==> src/rtl/clb_array_cfg_pkg.sv <==
// Shared types and configuration-layout helpers for the configurable logic block.
package clb_pkg;

    typedef enum logic [1:0] {
        UNCFG = 2'd0,
        LOAD  = 2'd1,
        RUN   = 2'd2
    } cfg_state_e;

    // Bits needed to encode v distinct values; never less than one bit.
    function automatic int clog2(input int v);
        int r;
        r = 1;
        for (int i = 1; i < 31; i++) begin
            if ((1 << i) < v) begin
                r = i + 1;
            end
        end
        return r;
    endfunction

    // Field offsets within one BLE slice, LSB first.
    function automatic int lut_off();
        return 0;
    endfunction

    function automatic int sel_off(input int k, input int lut_k, input int selw);
        return (1 << lut_k) + k * selw;
    endfunction

    function automatic int reg_off(input int lut_k, input int selw);
        return (1 << lut_k) + lut_k * selw;
    endfunction

    function automatic int init_off(input int lut_k, input int selw);
        return reg_off(lut_k, selw) + 1;
    endfunction

    function automatic int sre_off(input int lut_k, input int selw);
        return reg_off(lut_k, selw) + 2;
    endfunction

endpackage

==> src/rtl/clb_array_cfg_if.sv <==
// Data and configuration-chain signals of one logic tile.
interface clb_array_cfg_if #(
    parameter int N_IN  = 4,
    parameter int N_BLE = 2
);
    logic [N_IN-1:0]  I;
    logic             S;
    logic             R;
    logic             CFG_EN;
    logic             CFG_DI;
    logic             CFG_DO;
    logic             CFG_DONE;
    logic [N_BLE-1:0] O;

    modport master (
        output I, S, R, CFG_EN, CFG_DI,
        input  CFG_DO, CFG_DONE, O
    );

    modport slave (
        input  I, S, R, CFG_EN, CFG_DI,
        output CFG_DO, CFG_DONE, O
    );
endinterface

==> src/rtl/clb_array_cfg_ble.sv <==
// One basic logic element: input muxes, LUT, flop with optional sync set/reset,
// and the registered/combinational output select.
module clb_ble
    import clb_pkg::*;
#(
    parameter int LUT_K    = 4,
    parameter int N_IN     = 4,
    parameter int N_BLE    = 2,
    parameter int SELW     = 3,
    parameter int BLE_BITS = (1 << LUT_K) + LUT_K * SELW + 3
) (
    input  logic                clk,
    input  logic                rst_n,
    input  logic [BLE_BITS-1:0] cfg,
    input  logic [N_IN-1:0]     i_data,
    input  logic [N_BLE-1:0]    q_fb,
    input  logic                s,
    input  logic                r,
    input  logic                run,
    input  logic                load_init,
    output logic                q,
    output logic                o
);
    localparam int LUT_N    = 1 << LUT_K;
    localparam int NSRC     = N_IN + N_BLE;
    localparam int LUT_OFF  = lut_off();
    localparam int REG_OFF  = reg_off(LUT_K, SELW);
    localparam int INIT_OFF = init_off(LUT_K, SELW);
    localparam int SRE_OFF  = sre_off(LUT_K, SELW);

    logic [LUT_N-1:0] lut;
    logic [LUT_K-1:0] lut_in;
    logic [NSRC-1:0]  src;
    logic             f;
    logic             reg_en;
    logic             init_v;
    logic             sre;
    logic             q_q;
    logic             q_d;

    assign lut    = cfg[LUT_OFF +: LUT_N];
    assign reg_en = cfg[REG_OFF];
    assign init_v = cfg[INIT_OFF];
    assign sre    = cfg[SRE_OFF];

    // Feedback comes only from registered Q, so no combinational loop can form
    // through the muxes regardless of configuration.
    assign src = {q_fb, i_data};

    for (genvar k = 0; k < LUT_K; k++) begin : g_in
        logic [SELW-1:0] sel_k;
        assign sel_k     = cfg[sel_off(k, LUT_K, SELW) +: SELW];
        assign lut_in[k] = ({1'b0, sel_k} < (SELW + 1)'(NSRC)) ? src[sel_k] : 1'b0;
    end

    assign f = lut[lut_in];

    // Next flop value: INIT on the completing load edge, else R/S/F while running.
    always_comb begin
        q_d = q_q;
        if (load_init) begin
            q_d = init_v;
        end else if (run) begin
            if (sre && r) begin
                q_d = 1'b0;
            end else if (sre && s) begin
                q_d = 1'b1;
            end else begin
                q_d = f;
            end
        end
    end

    // BLE state flop.
    always_ff @(posedge clk or negedge rst_n) begin
        if (!rst_n) begin
            q_q <= 1'b0;
        end else begin
            q_q <= q_d;
        end
    end

    assign q = q_q;
    assign o = run ? (reg_en ? q_q : f) : 1'b0;

endmodule

==> src/rtl/clb_array_cfg.sv <==
// Logic tile: N_BLE configurable BLEs behind a serial configuration chain.
//
//  state | meaning
//  UNCFG | after reset, no configuration loaded, outputs forced low
//  LOAD  | shifting configuration (CFG_EN pauses), outputs forced low
//  RUN   | configuration complete, BLEs active, CFG_DONE high
module clb_array_cfg
    import clb_pkg::*;
#(
    parameter int LUT_K = 4,
    parameter int N_IN  = 4,
    parameter int N_BLE = 2
) (
    input  logic          K,
    input  logic          RST_N,
    clb_array_cfg_if.slave bus
);
    localparam int SELW     = clog2(N_IN + N_BLE);
    localparam int BLE_BITS = (1 << LUT_K) + LUT_K * SELW + 3;
    localparam int CFG_BITS = N_BLE * BLE_BITS;
    localparam int CNTW     = clog2(CFG_BITS);

    cfg_state_e          state_q, state_d;
    logic [CNTW-1:0]     cnt_q, cnt_d;
    logic [CFG_BITS-1:0] cfg_q, cfg_d;
    logic                done_q, done_d;
    logic                load_init;
    logic [N_BLE-1:0]    q_vec;
    logic [N_BLE-1:0]    o_vec;

    // Next-state, bit counter and shift-register update.
    always_comb begin
        state_d   = state_q;
        cnt_d     = cnt_q;
        cfg_d     = cfg_q;
        load_init = 1'b0;
        case (state_q)
            UNCFG: begin
                if (bus.CFG_EN) begin
                    cfg_d   = {bus.CFG_DI, cfg_q[CFG_BITS-1:1]};
                    cnt_d   = CNTW'(1);
                    state_d = LOAD;
                end
            end
            LOAD: begin
                if (bus.CFG_EN) begin
                    cfg_d = {bus.CFG_DI, cfg_q[CFG_BITS-1:1]};
                    if (cnt_q == CNTW'(CFG_BITS - 1)) begin
                        cnt_d     = '0;
                        state_d   = RUN;
                        load_init = 1'b1;
                    end else begin
                        cnt_d = cnt_q + CNTW'(1);
                    end
                end
            end
            RUN: begin
                // Reconfiguration entry edge: no shift, counter restarts.
                if (bus.CFG_EN) begin
                    cnt_d   = '0;
                    state_d = LOAD;
                end
            end
            default: begin
                state_d = UNCFG;
            end
        endcase
        done_d = (state_d == RUN);
    end

    // Control state registers; CFG_DONE is a registered decode of RUN.
    always_ff @(posedge K or negedge RST_N) begin
        if (!RST_N) begin
            state_q <= UNCFG;
            cnt_q   <= '0;
            cfg_q   <= '0;
            done_q  <= 1'b0;
        end else begin
            state_q <= state_d;
            cnt_q   <= cnt_d;
            cfg_q   <= cfg_d;
            done_q  <= done_d;
        end
    end

    // BLEs see the post-edge configuration: static (equal to cfg_q) while
    // running, and on the completing shift it carries the freshly loaded INIT.
    for (genvar b = 0; b < N_BLE; b++) begin : g_ble
        clb_ble #(
            .LUT_K   (LUT_K),
            .N_IN    (N_IN),
            .N_BLE   (N_BLE),
            .SELW    (SELW),
            .BLE_BITS(BLE_BITS)
        ) u_ble (
            .clk      (K),
            .rst_n    (RST_N),
            .cfg      (cfg_d[b*BLE_BITS +: BLE_BITS]),
            .i_data   (bus.I),
            .q_fb     (q_vec),
            .s        (bus.S),
            .r        (bus.R),
            .run      (done_q),
            .load_init(load_init),
            .q        (q_vec[b]),
            .o        (o_vec[b])
        );
    end

    assign bus.O        = o_vec;
    assign bus.CFG_DO   = cfg_q[0];
    assign bus.CFG_DONE = done_q;

endmodule

==> src/flat_wrapper.sv <==
// flat-port wrapper written by rule: the top's interface ports become plain ports
module clb_array_cfg_flat import clb_pkg::*;
#(
    parameter int LUT_K = 4,
    parameter int N_IN  = 4,
    parameter int N_BLE = 2
)
  (K, RST_N, bus_I, bus_S, bus_R, bus_CFG_EN, bus_CFG_DI, bus_CFG_DO, bus_CFG_DONE, bus_O);
  clb_array_cfg_if #(.N_IN(N_IN), .N_BLE(N_BLE)) bus_i ();
  input  logic K;
  input  logic RST_N;
  input wire logic [$bits(bus_i.I)-1:0] bus_I;
  input wire logic [$bits(bus_i.S)-1:0] bus_S;
  input wire logic [$bits(bus_i.R)-1:0] bus_R;
  input wire logic [$bits(bus_i.CFG_EN)-1:0] bus_CFG_EN;
  input wire logic [$bits(bus_i.CFG_DI)-1:0] bus_CFG_DI;
  output wire logic [$bits(bus_i.CFG_DO)-1:0] bus_CFG_DO;
  output wire logic [$bits(bus_i.CFG_DONE)-1:0] bus_CFG_DONE;
  output wire logic [$bits(bus_i.O)-1:0] bus_O;
  assign bus_i.I = bus_I;
  assign bus_i.S = bus_S;
  assign bus_i.R = bus_R;
  assign bus_i.CFG_EN = bus_CFG_EN;
  assign bus_i.CFG_DI = bus_CFG_DI;
  assign bus_CFG_DO = bus_i.CFG_DO;
  assign bus_CFG_DONE = bus_i.CFG_DONE;
  assign bus_O = bus_i.O;
  clb_array_cfg #(.LUT_K(LUT_K), .N_IN(N_IN), .N_BLE(N_BLE)) u_core (.K(K), .RST_N(RST_N), .bus(bus_i));
endmodule
==> config.mk <==
export PLATFORM = sky130hd
export DESIGN_NAME = clb_array_cfg_flat
export DESIGN_NICKNAME = d
export VERILOG_FILES = /design/src/rtl/clb_array_cfg_pkg.sv /design/src/rtl/clb_array_cfg_if.sv /design/src/rtl/clb_array_cfg_ble.sv /design/src/rtl/clb_array_cfg.sv /design/src/flat_wrapper.sv
export SDC_FILE = /design/constraint.sdc
export NUM_CORES = 1
export LEC_CHECK = 0
export CAP_MARGIN = 20
export CORE_MARGIN = 2
export CORE_UTILIZATION = 60
export CTS_CLUSTER_DIAMETER = 200
export DETAILED_ROUTE_END_ITERATION = 8
export GPL_TIMING_DRIVEN = 1
export PLACE_DENSITY = 0.78
export SYNTH_ARGS = -nofsm -noshare
export SYNTH_HDL_FRONTEND = slang
export SYNTH_SLANG_ARGS = --single-unit
==> constraint.sdc <==
create_clock -name K -period 4 [get_ports K]
set_input_delay 0.4 -clock K [delete_from_list [all_inputs] [get_ports K]]
set_output_delay 0.4 -clock K [all_outputs]
set_load 0.05 [all_outputs]
* Word-level counts from Yosys, hierarchy flattened *
Cells that the tools add are included.
Widths: inputs -> output; s select.

storage, ports and cells
  register bits after elaboration = 73
  latch bits = 0
  bits in writable memories = 0
  bits in read-only memories = 0
  input port bits = 10
  output and inout bits = 4
  memories = 0

operators by class
  $add $sub $neg = 1
  multipliers = 0
  divide/modulo/power cells = 0
  magnitude comparators = 18
  equal/unequal tests = 7
  shifts and indexed selects = 0
  multiplexer cells = 54
  bitwise logic cells = 0
  reduce and logical (&&, ||, !) cells = 10

operators with widths
  kind                 number
  $mux 62              2
  $mux 1               33
  $lt 3x4->1 const B   8
  $bmux 1 s3           8
  $lt 3x3->1 const B   8
  $mux 6               4
  $pmux 6 s3           1
  $lt 4x5->1 const B   2
  $bmux 1 s4           2
  $add 6x1->6 const B  1
  $eq 6x6->1 const B   1
  $mux 2               3
  $ne 2x2->1 const B   3
  $eq 2x2->1 const B   2
  $logic_and 1x1->1    4
  $pmux 2 s2           1
  $reduce_and 4->1     1
  $reduce_or 2->1      2
  $reduce_bool 3->1    1
  $eq 2x1->1 const B   1
  $logic_not 2->1      1
  $reduce_bool 2->1    1

* Depth between registers and ports, before layout *
  depth in word-level cells = 12
  gate-level depth with buffers = 16
  gate-level depth less buffers = 11

* Cells and area by module *
Synthesis repeated with hierarchy kept, for this count alone.

second synthesis, totals
  cell total of the unflattened synthesis = 329
  area, all modules = 4,056.4 µm²

modules (own cells, without submodules)
  module         instances  cells each  area each (µm²)  sequential area each (µm²)
  clb_array_cfg  1          199         2,920.3          1,776.7
  clb_ble        2          65          568.0            25.0

* Worst setup path after synthesis *
Ideal clock, no wire load.

  path type = register -> output
  start point = reg u_core.state_q[1]
  end point = out bus_O[1]
  arrival = 3.042 ns
  setup slack = 0.558 ns
  cell stages (with the launch flop) = 15
  buffers on the path = 4
  cells stage by stage = dfrtp_1 inv_1 ha_1 buf_6 o21ai_4 buf_4 a21oi_1 o32a_1 o221a_1 buf_6 mux2i_1 mux2_2 mux4_2 a21oi_1 buf_4

between the ends
  cells in the longest elaborated chain, start to end = 10
  elaborated cells between the ends (all ways) = 24
  those cells by class = order compare (4); eq/ne (1); mux (17); reduce/logical (2)

RTL lines
  item                                                  RTL line                 source
  from (decl)                                           clb_array_cfg.sv:23      cfg_state_e state_q, state_d;
  from (signal assigned)                                clb_array_cfg.sv:79      state_q <= state_d;
  $eq 2x1->1 / $logic_not 2->1 (equally long branches)  clb_array_cfg.sv:37      case (state_q)
  $reduce_or 2->1 (no line) (*)                         --
  $mux 62 (*)                                           --
  $bmux 1 s3                                            clb_array_cfg_ble.sv:53  assign lut_in[k] = ({1'b0, sel_k} < (SELW + 1)'(NSRC)) ? src[sel_k] : 1'b0;
  $mux 1 (implied by the code)                          clb_array_cfg_ble.sv:53
  $mux 1                                                clb_array_cfg_ble.sv:53
  $bmux 1 s4                                            clb_array_cfg_ble.sv:56  assign f = lut[lut_in];
  $mux 1 (implied by the code)                          clb_array_cfg_ble.sv:56
  $mux 1 (*) (2 in series)                              clb_array_cfg_ble.sv:84  assign o = run ? (reg_en ? q_q : f) : 1'b0;
  to (decl)                                             flat_wrapper.sv:19       output wire logic [$bits(bus_i.O)-1:0] bus_O;

Mark *: on every way between the ends. The rest lies on a longest branch, timed or not. The select of a mux whose other input is x is not followed.

* Final worst setup path *
  start point = reg u_core.state_q[1]
  end point = out bus_O[0]

between the ends
  cells in the longest elaborated chain, start to end = 10
  elaborated cells between the ends (all ways) = 24
  those cells by class = order compare (4); eq/ne (1); mux (17); reduce/logical (2)

RTL lines
  item                                                  RTL line                 source
  $eq 2x1->1 / $logic_not 2->1 (equally long branches)  clb_array_cfg.sv:37
  $reduce_or 2->1 (no line) (*)                         --
  $mux 62 (*)                                           --
  named net u_core.cfg_d[19]                            clb_array_cfg.sv:25      logic [CFG_BITS-1:0] cfg_q, cfg_d;
  $bmux 1 s3                                            clb_array_cfg_ble.sv:53
  $mux 1 (implied by the code)                          clb_array_cfg_ble.sv:53
  $mux 1 (*)                                            clb_array_cfg_ble.sv:53
  $bmux 1 s4 (*)                                        clb_array_cfg_ble.sv:56
  $mux 1 (implied by the code) (*)                      clb_array_cfg_ble.sv:56
  $mux 1 (*) (2 in series)                              clb_array_cfg_ble.sv:84

Mark *: on every way through the listed nets, which the timed path passes. The rest lies on a longest branch. The select of a mux whose other input is x is not followed.

==> results.json <==
{
  "outcome": "finished clean",
  "syn_to_final_growth_pct": 17.72,
  "critPathLaunchType": "flip-flop",
  "path_delay_family": "compound AO/OA/AOI/OAI gates",
  "antenna_found_initial": 0,
  "finalPower_mw": 3.074,
  "dp_hpwl_um": 6157,
  "synth_area_per_cell_um2": 8.696,
  "track_usage_pct": 26.56,
  "vias": 3550,
  "viasPerCell": 5.897,
  "multi_input_area_um2": 2286,
  "syn_inst": 483,
  "tightest_slew_ps": 898.0,
  "die_h_um": 87.67,
  "drv_cap": 0,
  "cts_tree": "yes",
  "clk_latency_ps": 360,
  "end_kind": "primary output",
  "fmax_mhz": 254.0,
  "p_leak_nw": 2.398,
  "switching_share_pct": 37.60,
  "seq_power_share_pct": 35.5,
  "io_pins": 14,
  "yosysSeqAreaShare_pct": 43.49,
  "io_buffers": 13,
  "synthFlopType": "dfrtp_1",
  "cp_num_cells": 13,
  "core_um2": 6794,
  "netlist_area_um2": 4200,
  "p_per_area_nw_per_um2": 621.7,
  "yosys_warnings": 0,
  "grt_pass1_wl_um": 15770,
  "r2r_slack_ps": 890,
  "slew_viol_final": 0,
  "gp_congestion": 0.8402,
  "yosys.area.top_type": "dfrtp_1",
  "power.switching_mw": 1.156,
  "slowest_stage": "mux4_2",
  "required_ps": 3600,
  "dieArea_um2": 7686,
  "synth_top_area_share_pct": 43.49,
  "post-route-drc-count": 0,
  "grt_start_max_net_pins": 74,
  "critPathMaxFanout": 8,
  "critPathBufInv": 4,
  "slowest_delay_ps": 560,
  "layout_commonest_cell": "nand2_1",
  "async_flop_share_pct": 100.0,
  "grt_overflow": 0,
  "p_clk_share_pct": 22.8,
  "num_rows": 30,
  "wl_per_cell_um": 16.46,
  "min_period_ps": 3937,
  "ant_nets": 0,
  "grt_pass1_vias": 3271,
  "pwr-share-comb_pct": 41.7,
  "crit_top_cell": "buf_12",
  "cts_root_buffer": "clkbuf_8",
  "r2r_end": "u_core.g_ble[0].u_ble.q$_DFFE_PN0P_",
  "cell_internal_pwr_mw": 1.918,
  "setup_violations": 0,
  "cp.arrival_ps": 3540,
  "nFillCells": 469,
  "drtPass1Iterations": 7,
  "numClockSinks": 73,
  "numCtsBuffers": 9,
  "slew_headroom_pct": 40.14,
  "ys_ff_latch": 73,
  "floorplan.initialDensity_pct": 61.82,
  "synth-edff-count": 0,
  "holdWs_ps": 173.0,
  "cts_buffer_depth": 2,
  "syn_nets": 499,
  "reg2reg_from": "u_core.state_q[1]$_DFF_PN0_",
  "r2r_cells": 12,
  "final_cell_mix": "nand2_1, dfrtp_1, nor2_1",
  "hold_viol": 0,
  "crit_end": "bus_O[0]",
  "skew_ps": 9.715,
  "ir_worst_vdd_v": 0.0003962,
  "drive_gt1_share_pct": 14.82,
  "hold_class": "input port to asynchronous set/reset pin",
  "htree_levels": 3,
  "path_cells": "inv_1 -> ha_2 -> o21ai_4 -> buf_12 -> clkbuf_16 -> a21o_4 -> a221oi_4 -> o21a_2 -> or3_1 -> a32oi_1 -> mux4_2 -> a21oi_4 -> buf_12",
  "post-route-period-util_pct": 98.42,
  "final_nets": 517,
  "path_clk_slew_ps": 80,
  "synthDistinctLibCells": 53,
  "diodes": 0,
  "ff_latch_area_um2": 1827,
  "first_iter_violations": 319,
  "path_class": "flip-flop to primary output",
  "wl_um": 9908,
  "synth_area_leaders": "dfrtp_1, nand2_1, mux2i_1",
  "die_w_um": 87.67,
  "crit_start": "u_core.state_q[1]$_DFF_PN0_"
}
==> worst min-delay path by stage <==
stage,end,depth (start not counted)
4_1_cts,u_core.cfg_q[21]$_DFF_PN0_,1
3_5_place_dp,u_core.cnt_q[3]$_DFFE_PN0P_,1
2_1_floorplan,u_core.bus.CFG_DONE$_DFF_PN0_,0
5_1_grt,u_core.cfg_q[41]$_DFF_PN0_,1
6_report,u_core.cfg_q[5]$_DFF_PN0_,1
3_3_place_gp,u_core.cnt_q[3]$_DFFE_PN0P_,1
==> registers in the layout, summed over array words and instances, names as in the netlist <==
signal and count:
u_core.cnt_q 6, u_core.cfg_q 62, u_core.bus.CFG_DONE 1, u_core.state_q 2
u_core.g_ble.u_ble.q 2
==> repair_timing <==
action | in CTS | in global routing
setup endpoints to repair | 2 | 2
hold buffers | 0 | 0
endpoints found under the hold margin | 0 | 0
setup buffers | 2 | 6
gates cloned | 2 | 2
resized for setup | 6 | 17
pin swaps | 3 | 4
==> synthesized netlist by cell type, drive strengths merged (7+ instances only) <==
cell,instances
mux2,13
dfrtp,73
clkbuf,8
mux2i,23
buf,21
a21oi,20
nor2,30
o21bai,10
nor2b,7
o21ai,27
inv,17
nand2,162
==> power by group through the flow <==
| stage | combinational, mW | sequential, mW | clock (mW) |
|---|---|---|---|
| final | 1.28 | 1.09 | 0.700 |
| after global routing | 1.40 | 1.12 | 0.734 |
| after CTS | 1.15 | 1.08 | 0.709 |
| after detailed placement | 1.06 | 1.09 | 0 |
| after global placement | 1.02 | 1.08 | 0 |
| after floorplan | 0.903 | 1.03 | 0 |
==> stage by stage <==
step           setup slack (ps)  cells  area (um2)  TNS [ps]  utilization [%]
2_1_floorplan             557.6    483        4200         0                -
3_3_place_gp              186.7    574        4399         0            64.75
3_5_place_dp              57.98    574        4399         0            64.75
4_1_cts                   3.584    594        4743         0            69.82
5_1_grt                  -57.44    602        4945    -63.83            72.78
6_report                  63.25    602        4945         0            72.78
==> metal layers <==
| layer | share of wire [%] | vias to the layer above | wire, um | GRT usage [%] |
|---|---|---|---|---|
| met5 | 0 | - | 0 | 0 |
| met4 | 1.9 | 0 | 192 | 10.35 |
| met3 | 5.0 | 22 | 491 | 4.807 |
| met2 | 47 | 113 | 4686 | 41.12 |
| met1 | 46 | 1724 | 4538 | 37.35 |
| li1 | - | 1691 | - | - |
==> final cells by class <==
cell class,count,area share [%]
Clock buffer,9,2.505
Clock inverter,7,2.404
Inverter,17,1.290
Multi-Input combinational cell,365,46.23
Sequential cell,73,36.94
Tap cell,96,2.429
Timing Repair Buffer,35,8.198
==> cell families after synthesis <==
family	synth area share (%)
AO/OA/AOI/OAI	14.27
AND/OR/NAND/NOR	22.64
buffers and inverters	5.451
multiplexers	12.36
flip-flops	43.49
adder cells (fa/ha/maj)	1.787
Power figures use the tool's default switching activity.
